--- config.mk ---
export PLATFORM = sky130hd
export DESIGN_NAME = branch_history_register_flat
export DESIGN_NICKNAME = d
export VERILOG_FILES = /design/src/rtl/bp_pkg.sv /design/src/rtl/branch_history_register_if.sv /design/src/rtl/checkpoint_fifo.sv /design/src/rtl/branch_history_register.sv /design/src/flat_wrapper.sv
export SDC_FILE = /design/constraint.sdc
export NUM_CORES = 1
export LEC_CHECK = 0
export ABC_AREA = 1
export ABC_CLOCK_PERIOD_IN_PS = 6150
export CAP_MARGIN = 20
export CORE_UTILIZATION = 45
export CTS_CLUSTER_DIAMETER = 80
export DETAILED_ROUTE_END_ITERATION = 10
export PLACE_DENSITY = 0.66
export RECOVER_POWER = 25
export SLEW_MARGIN = 20
export SYNTH_ARGS = -nofsm -noshare
export SYNTH_HDL_FRONTEND = slang
export SYNTH_SLANG_ARGS = --single-unit
--- constraint.sdc ---
create_clock -name clk -period 6.15 [get_ports clk]
set_clock_uncertainty 0.15 [all_clocks]
set_input_delay 0.9225 -clock clk [delete_from_list [all_inputs] [get_ports clk]]
set_output_delay 0.9225 -clock clk [all_outputs]
set_load 0.03 [all_outputs]
--- src/rtl/bp_pkg.sv ---
// Branch-predictor shared constants and the global-history shift rule.
// The shift helper is width-generic so predictor index logic can reuse it.
package bp_pkg;

    localparam int BP_HIST_LEN   = 8;
    localparam int BP_CKPT_DEPTH = 4;
    localparam int BP_MAX_HIST   = 64;

    // New outcome enters at bit len-1 (the MSB of a len-bit history), LSB drops out.
    // Caller passes the history zero-extended to BP_MAX_HIST bits.
    function automatic logic [BP_MAX_HIST-1:0] bhr_shift(
        input logic [BP_MAX_HIST-1:0] hist,
        input logic                   new_bit,
        input int unsigned            len
    );
        logic [BP_MAX_HIST-1:0] ins;
        ins          = '0;
        ins[len-1]   = new_bit;
        return (hist >> 1) | ins;
    endfunction

endpackage

--- src/rtl/branch_history_register_if.sv ---
// Front-end/resolve bundle for the speculative branch-history register.
// master = predictor/execute side, slave = the history register.
interface branch_history_register_if #(
    parameter int HIST_LEN   = 8,
    parameter int CKPT_DEPTH = 4
);
    localparam int CNT_W = $clog2(CKPT_DEPTH + 1);

    logic                predValid;
    logic                predTaken;
    logic                predReady;
    logic                resolveValid;
    logic                resolveMispredict;
    logic                resolveTaken;
    logic [HIST_LEN-1:0] history;
    logic [CNT_W-1:0]    ckptCount;
    logic [HIST_LEN-1:0] committedHistory;

    modport master (
        output predValid, predTaken, resolveValid, resolveMispredict, resolveTaken,
        input  predReady, history, ckptCount, committedHistory
    );

    modport slave (
        input  predValid, predTaken, resolveValid, resolveMispredict, resolveTaken,
        output predReady, history, ckptCount, committedHistory
    );

endinterface

--- src/rtl/checkpoint_fifo.sv ---
// Circular in-order FIFO with push/pop/flush; head entry readable combinationally.
// Latency: push visible at head/count the cycle after the edge; flush is single-cycle.
// Backpressure: push ignored when full, pop ignored when empty; flush beats both.
module checkpoint_fifo #(
    parameter  int WIDTH = 8,
    parameter  int DEPTH = 4,
    localparam int CNT_W = $clog2(DEPTH + 1),
    localparam int PTR_W = (DEPTH > 1) ? $clog2(DEPTH) : 1
) (
    input  logic             clk,
    input  logic             reset,
    input  logic             push,
    input  logic [WIDTH-1:0] push_dat,
    input  logic             pop,
    input  logic             flush,
    output logic [WIDTH-1:0] head_dat,
    output logic [CNT_W-1:0] count
);

    logic [WIDTH-1:0] mem_q [DEPTH];
    logic [WIDTH-1:0] mem_d [DEPTH];
    logic [PTR_W-1:0] head_q, head_d;
    logic [PTR_W-1:0] tail_q, tail_d;
    logic [CNT_W-1:0] count_q, count_d;
    logic             do_push;
    logic             do_pop;

    function automatic logic [PTR_W-1:0] wrap_inc(input logic [PTR_W-1:0] p);
        return (p == PTR_W'(DEPTH - 1)) ? '0 : p + PTR_W'(1);
    endfunction

    assign do_push  = push && (count_q != CNT_W'(DEPTH));
    assign do_pop   = pop  && (count_q != '0);
    assign head_dat = mem_q[head_q];
    assign count    = count_q;

    always_comb begin
        mem_d   = mem_q;
        head_d  = head_q;
        tail_d  = tail_q;
        count_d = count_q;
        // Entries are left stale on flush; only the pointers collapse.
        if (flush) begin
            head_d  = '0;
            tail_d  = '0;
            count_d = '0;
        end else begin
            if (do_push) begin
                mem_d[tail_q] = push_dat;
                tail_d        = wrap_inc(tail_q);
            end
            if (do_pop) begin
                head_d = wrap_inc(head_q);
            end
            case ({do_push, do_pop})
                2'b10:   count_d = count_q + CNT_W'(1);
                2'b01:   count_d = count_q - CNT_W'(1);
                default: count_d = count_q;
            endcase
        end
    end

    always_ff @(posedge clk or posedge reset) begin
        if (reset) begin
            mem_q   <= '{default: '0};
            head_q  <= '0;
            tail_q  <= '0;
            count_q <= '0;
        end else begin
            mem_q   <= mem_d;
            head_q  <= head_d;
            tail_q  <= tail_d;
            count_q <= count_d;
        end
    end

endmodule

--- src/rtl/branch_history_register.sv ---
// Speculative global branch history with per-branch checkpoints; BHR_COMMITTED_HISTORY_EN adds committedHistory.
// Latency: all outputs registered (1 cycle) except predReady, which is combinational from ckptCount.
// Backpressure: predReady low when CKPT_DEPTH branches are unresolved; predicts then are dropped.
module branch_history_register
    import bp_pkg::*;
#(
    parameter int HIST_LEN   = BP_HIST_LEN,
    parameter int CKPT_DEPTH = BP_CKPT_DEPTH
) (
    input  logic                        clk,
    input  logic                        reset,
    branch_history_register_if.slave    bus
);

    localparam int CNT_W = $clog2(CKPT_DEPTH + 1);

    logic [HIST_LEN-1:0] history_q, history_d;
    logic [HIST_LEN-1:0] head_dat;
    logic [CNT_W-1:0]    count;
    logic                res_fire;
    logic                mis_fire;
    logic                ok_pop;
    logic                push;

    function automatic logic [HIST_LEN-1:0] shift_h(
        input logic [HIST_LEN-1:0] h,
        input logic                b
    );
        return HIST_LEN'(bhr_shift(BP_MAX_HIST'(h), b, HIST_LEN));
    endfunction

    // Ready must not look at same-cycle resolve, so it is a pure count compare.
    assign bus.predReady = (count < CNT_W'(CKPT_DEPTH));

    assign res_fire = bus.resolveValid && (count != '0);
    assign mis_fire = res_fire && bus.resolveMispredict;
    assign ok_pop   = res_fire && !bus.resolveMispredict;
    // A predict alongside a mispredict is younger than the resolving branch and is squashed.
    assign push     = bus.predValid && bus.predReady && !mis_fire;

    checkpoint_fifo #(
        .WIDTH (HIST_LEN),
        .DEPTH (CKPT_DEPTH)
    ) u_ckpt (
        .clk      (clk),
        .reset    (reset),
        .push     (push),
        .push_dat (history_q),
        .pop      (ok_pop),
        .flush    (mis_fire),
        .head_dat (head_dat),
        .count    (count)
    );

    always_comb begin
        history_d = history_q;
        if (mis_fire) begin
            history_d = shift_h(head_dat, bus.resolveTaken);
        end else if (push) begin
            history_d = shift_h(history_q, bus.predTaken);
        end
    end

    always_ff @(posedge clk or posedge reset) begin
        if (reset) begin
            history_q <= '0;
        end else begin
            history_q <= history_d;
        end
    end

    assign bus.history   = history_q;
    assign bus.ckptCount = count;

`ifdef BHR_COMMITTED_HISTORY_EN
    logic [HIST_LEN-1:0] committed_q, committed_d;

    always_comb begin
        committed_d = committed_q;
        if (res_fire) begin
            committed_d = shift_h(committed_q, bus.resolveTaken);
        end
    end

    always_ff @(posedge clk or posedge reset) begin
        if (reset) begin
            committed_q <= '0;
        end else begin
            committed_q <= committed_d;
        end
    end

    assign bus.committedHistory = committed_q;
`else
    assign bus.committedHistory = '0;
`endif

endmodule

--- src/flat_wrapper.sv ---
// flat-port wrapper written by rule: the top's interface ports become plain ports
module branch_history_register_flat import bp_pkg::*;
#(
    parameter int HIST_LEN   = BP_HIST_LEN,
    parameter int CKPT_DEPTH = BP_CKPT_DEPTH
)
  (clk, reset, bus_predValid, bus_predTaken, bus_resolveValid, bus_resolveMispredict, bus_resolveTaken, bus_predReady, bus_history, bus_ckptCount, bus_committedHistory);
  branch_history_register_if #(.HIST_LEN(HIST_LEN), .CKPT_DEPTH(CKPT_DEPTH)) bus_i ();
  input  logic clk;
  input  logic reset;
  input wire logic [$bits(bus_i.predValid)-1:0] bus_predValid;
  input wire logic [$bits(bus_i.predTaken)-1:0] bus_predTaken;
  input wire logic [$bits(bus_i.resolveValid)-1:0] bus_resolveValid;
  input wire logic [$bits(bus_i.resolveMispredict)-1:0] bus_resolveMispredict;
  input wire logic [$bits(bus_i.resolveTaken)-1:0] bus_resolveTaken;
  output wire logic [$bits(bus_i.predReady)-1:0] bus_predReady;
  output wire logic [$bits(bus_i.history)-1:0] bus_history;
  output wire logic [$bits(bus_i.ckptCount)-1:0] bus_ckptCount;
  output wire logic [$bits(bus_i.committedHistory)-1:0] bus_committedHistory;
  assign bus_i.predValid = bus_predValid;
  assign bus_i.predTaken = bus_predTaken;
  assign bus_i.resolveValid = bus_resolveValid;
  assign bus_i.resolveMispredict = bus_resolveMispredict;
  assign bus_i.resolveTaken = bus_resolveTaken;
  assign bus_predReady = bus_i.predReady;
  assign bus_history = bus_i.history;
  assign bus_ckptCount = bus_i.ckptCount;
  assign bus_committedHistory = bus_i.committedHistory;
  branch_history_register #(.HIST_LEN(HIST_LEN), .CKPT_DEPTH(CKPT_DEPTH)) u_core (.clk(clk), .reset(reset), .bus(bus_i));
endmodule
==> results.yml <==
outcome:
  status: "finished with violations"
  violations: "capacitance limit, slew limit"
placed_design:
  numPortBuffers: 18
  gp_congestion: 0.809
  hpwl_microns: 3590
route:
  vias_per_cell: 5.02
  wire_per_inst_microns: 13.4
  drc: 0
  postRouteWirelength_microns: 5360
  antenna_left: 0
  drtPass1Iterations: 4
  drtIter0Drc: 206
  vias: 2001
sta:
  tns_ns: 0
  maxSlewViolCount: 44
  fin_crit_ns: 3.58
  hold_violations: 0
  worst_pin_slew_ns: 2.31
  rsz0062_at_grt: "false"
  slew_headroom: -0.537
  fmax_mhz: 279
  setup_viol: 0
  finalCritPeriodShare: 0.582
layout:
  fin_nets: 342
  antennaDiodeCount: 0
  area_delta_synth_final_pct: 9.73
  nFillCells: 508
  seqCellArea_sq_um: 1080
  drive_gt1_frac: 0.0517
  multi_input_area_sq_um: 1050
setup_path:
  crit_path_cell_trace: "clkdlybuf4s50_1 -> nand2_1 -> inv_2 -> nand2_1 -> ha_1 -> fa_1 -> or2_2 -> nand3_1 -> nand2_1 -> nor2_1 -> nor2_1"
  critical_path.max_fanout: 42
  max_stage_delay_ns: 0.61
  r2r-start: "u_core.u_ckpt.count[2]"
  reg2regPathDepth: 11
  required_ns: 6.19
  slowest_stage: "inv_2"
  worstPathArrival_ns: 3.62
  endpoint_kind: "flip-flop"
  path_class: "in2reg"
  crit_top_cell: "nand2_1"
  worstSetupStartpointType: "input pin"
  r2r_slack_ns: 3.14
  r2r_end: "u_core.u_ckpt.count[2]"
yosys:
  synth.avg_cell_area_sq_um: 7.61
  synthTopCellsByCount: "nand2_1 (115), dfrtp_1 (43), nand3_1 (42)"
  synthAdderAreaFrac: 0.0389
  ys_types: 20
  syn_area_sq_um: 2440
  synthFlopType: "dfrtp_1"
  yosysWarnings: 0
  synth_most_common_cell: "nand2_1"
  synth-edff-count: 0
  synth-xor-area-share: 0.00358
  synth_top_cell_area_share: 0.440
  synth_seq_area_share: 0.440
  synth_top_family_by_area: "simple AND/OR/NAND/NOR gates"
  synthArstFlopShare: 1.00
  ys_ff_latch: 43
  syn_inst: 321
  synth_top_cell_by_area: "dfrtp_1"
  synthSimpleGateAreaFrac: 0.368
  synth_compound_area_frac: 0.00819
  synthMuxAreaShare: 0
  synth_area_leaders: "dfrtp_1 (44%), nand2_1 (18%), nand3_1 (8.6%)"
grt:
  grt_pass1_wl_microns: 9070
  grt_max_degree: 57
  grt-ovfl-total: 0
  antenna_found_initial: 0
  grt_pass1_vias: 1874
  grtUsageTotal: 0.216
power_and_ir_drop:
  p_int_mw: 0.726
  pwr-share-seq: 0.395
  p_comb_frac: 0.455
  power.density_nw_per_um2: 498
  clockPowerShare: 0.150
  p_sw_mw: 0.610
  vdd_drop_max_mv: 0.231
  p_sw_frac: 0.457
  power_mw: 1.34
  p_leak_nw: 1.42
clock_network:
  ctsHoldBuffers: 0
  insertion_delay_ns: 0.30
  cts_buffer_depth: 2
  post_cts_buffers: 0
  clock-sinks: 43
  cts_tree: "built"
  numCtsBuffers: 5
  path_clk_slew_ns: 0.08
  htree_levels: 2
  root_buffer: "clkbuf_8"
  cts_resized: 0
die:
  pin_count: 27
  die-area_sq_um: 5730
  start_util: 0.472
  die_w_microns: 75.7
  fp-row-count: 26
  coreArea_sq_um: 5170
  dieHeight_microns: 75.7
min_path:
  min_path_type: "reg2reg"
  worstHoldPathCells: 2
  min_to: "u_core.u_ckpt.mem_q[23]"
  hp-start: "u_core.u_ckpt.mem_q[23]"
job:
  max_cap_violations: 1
critical path, delay by kind of cell:
family	cells	cell delay, ns
AND/OR/NAND/NOR	7	0.97
buffers and inverters	2	1.07
adder cells (fa/ha/maj)	2	0.65
registers in the layout, indices dropped and copies added (netlist names):
| name | cells |
|---|---|
| u_core.u_ckpt.tail_q | 2 |
| u_core.u_ckpt.mem_q | 28 |
| u_core.bus.history | 8 |
| u_core.u_ckpt.count | 3 |
| u_core.u_ckpt.head_q | 2 |
through the flow:
stage | worst slack (ns) | hold slack (ns) | utilization | instances | instance area, sq um
global placement | 2.35 | 0.305 | 0.494 | 390 | 2560
floorplan | 3.47 | 0.292 | - | 328 | 2470
detailed placement | 2.25 | 0.309 | 0.494 | 390 | 2560
CTS | 2.54 | 0.328 | 0.514 | 398 | 2660
global route | 2.26 | 0.342 | 0.518 | 399 | 2680
finish | 2.57 | 0.322 | 0.518 | 399 | 2680
area by class of cell:
| class | instances | area share |
|---|---|---|
| clock buffers | 8 | 0.0373 |
| inverters | 41 | 0.0574 |
| multi-input cells | 217 | 0.392 |
| flip-flops and latches | 43 | 0.401 |
| well taps | 70 | 0.0327 |
| repair buffers | 20 | 0.0789 |
worst max-delay path by stage:
stage / startpoint / end / cells after the start
3_5_place_dp: bus_predValid / u_core.u_ckpt.count[2] / 11
6_report: bus_predValid / u_core.u_ckpt.count[2] / 11
3_3_place_gp: bus_predValid / u_core.u_ckpt.count[2] / 11
2_1_floorplan: bus_predValid / u_core.u_ckpt.count[2] / 11
5_1_grt: reset / u_core.u_ckpt.tail_q[1] / 3
4_1_cts: bus_predValid / u_core.u_ckpt.count[2] / 11
placed cells by master (no fill, tap or decap):
master           count
a21oi_1              1
nor2_1               5
dlygate4sd3_1        1
inv_1               38
fa_1                 1
nand4_1             28
clkinv_1             1
dfrtp_1             43
o21ai_1              1
nand2_1            115
buf_16               1
clkdlybuf4s50_1     17
clkbuf_1             2
conb_1               8
or2_2                2
xnor2_1              1
ha_1                 6
nand3_1             42
nand3_2              5
clkbuf_8             7
o21ai_0              2
inv_2                2
per-layer routing:
layer | vias up | part of all wire | global-route usage | wire, microns
met5 | - | 0 | 0 | 0
met4 | 0 | 0.011 | 0.0617 | 59
met3 | 6 | 0.047 | 0.0437 | 251
met2 | 42 | 0.46 | 0.338 | 2480
met1 | 929 | 0.48 | 0.304 | 2570
li1 | 1024 | - | - | -
logic make-up (layout without fill, tap and decap cells):
family | Yosys count | after routing
AOI/OAI and AO/OA | 4 | 4
xor gates and xnor gates | 1 | 1
and+or+nand+nor | 197 | 197
other | 1 | 8
adders and majority gates | 7 | 7
DFF | 43 | 43
buffers and inverters | 68 | 69
power groups by stage:
stage	Clock (mW)	Sequential, mW	Combinational [mW]
global route	0.217	0.550	0.697
detailed placement	0	0.532	0.599
floorplan	0	0.539	0.433
global placement	0	0.531	0.583
finish	0.200	0.528	0.608
CTS	0.203	0.527	0.601
Power figures use the tool's default switching activity.
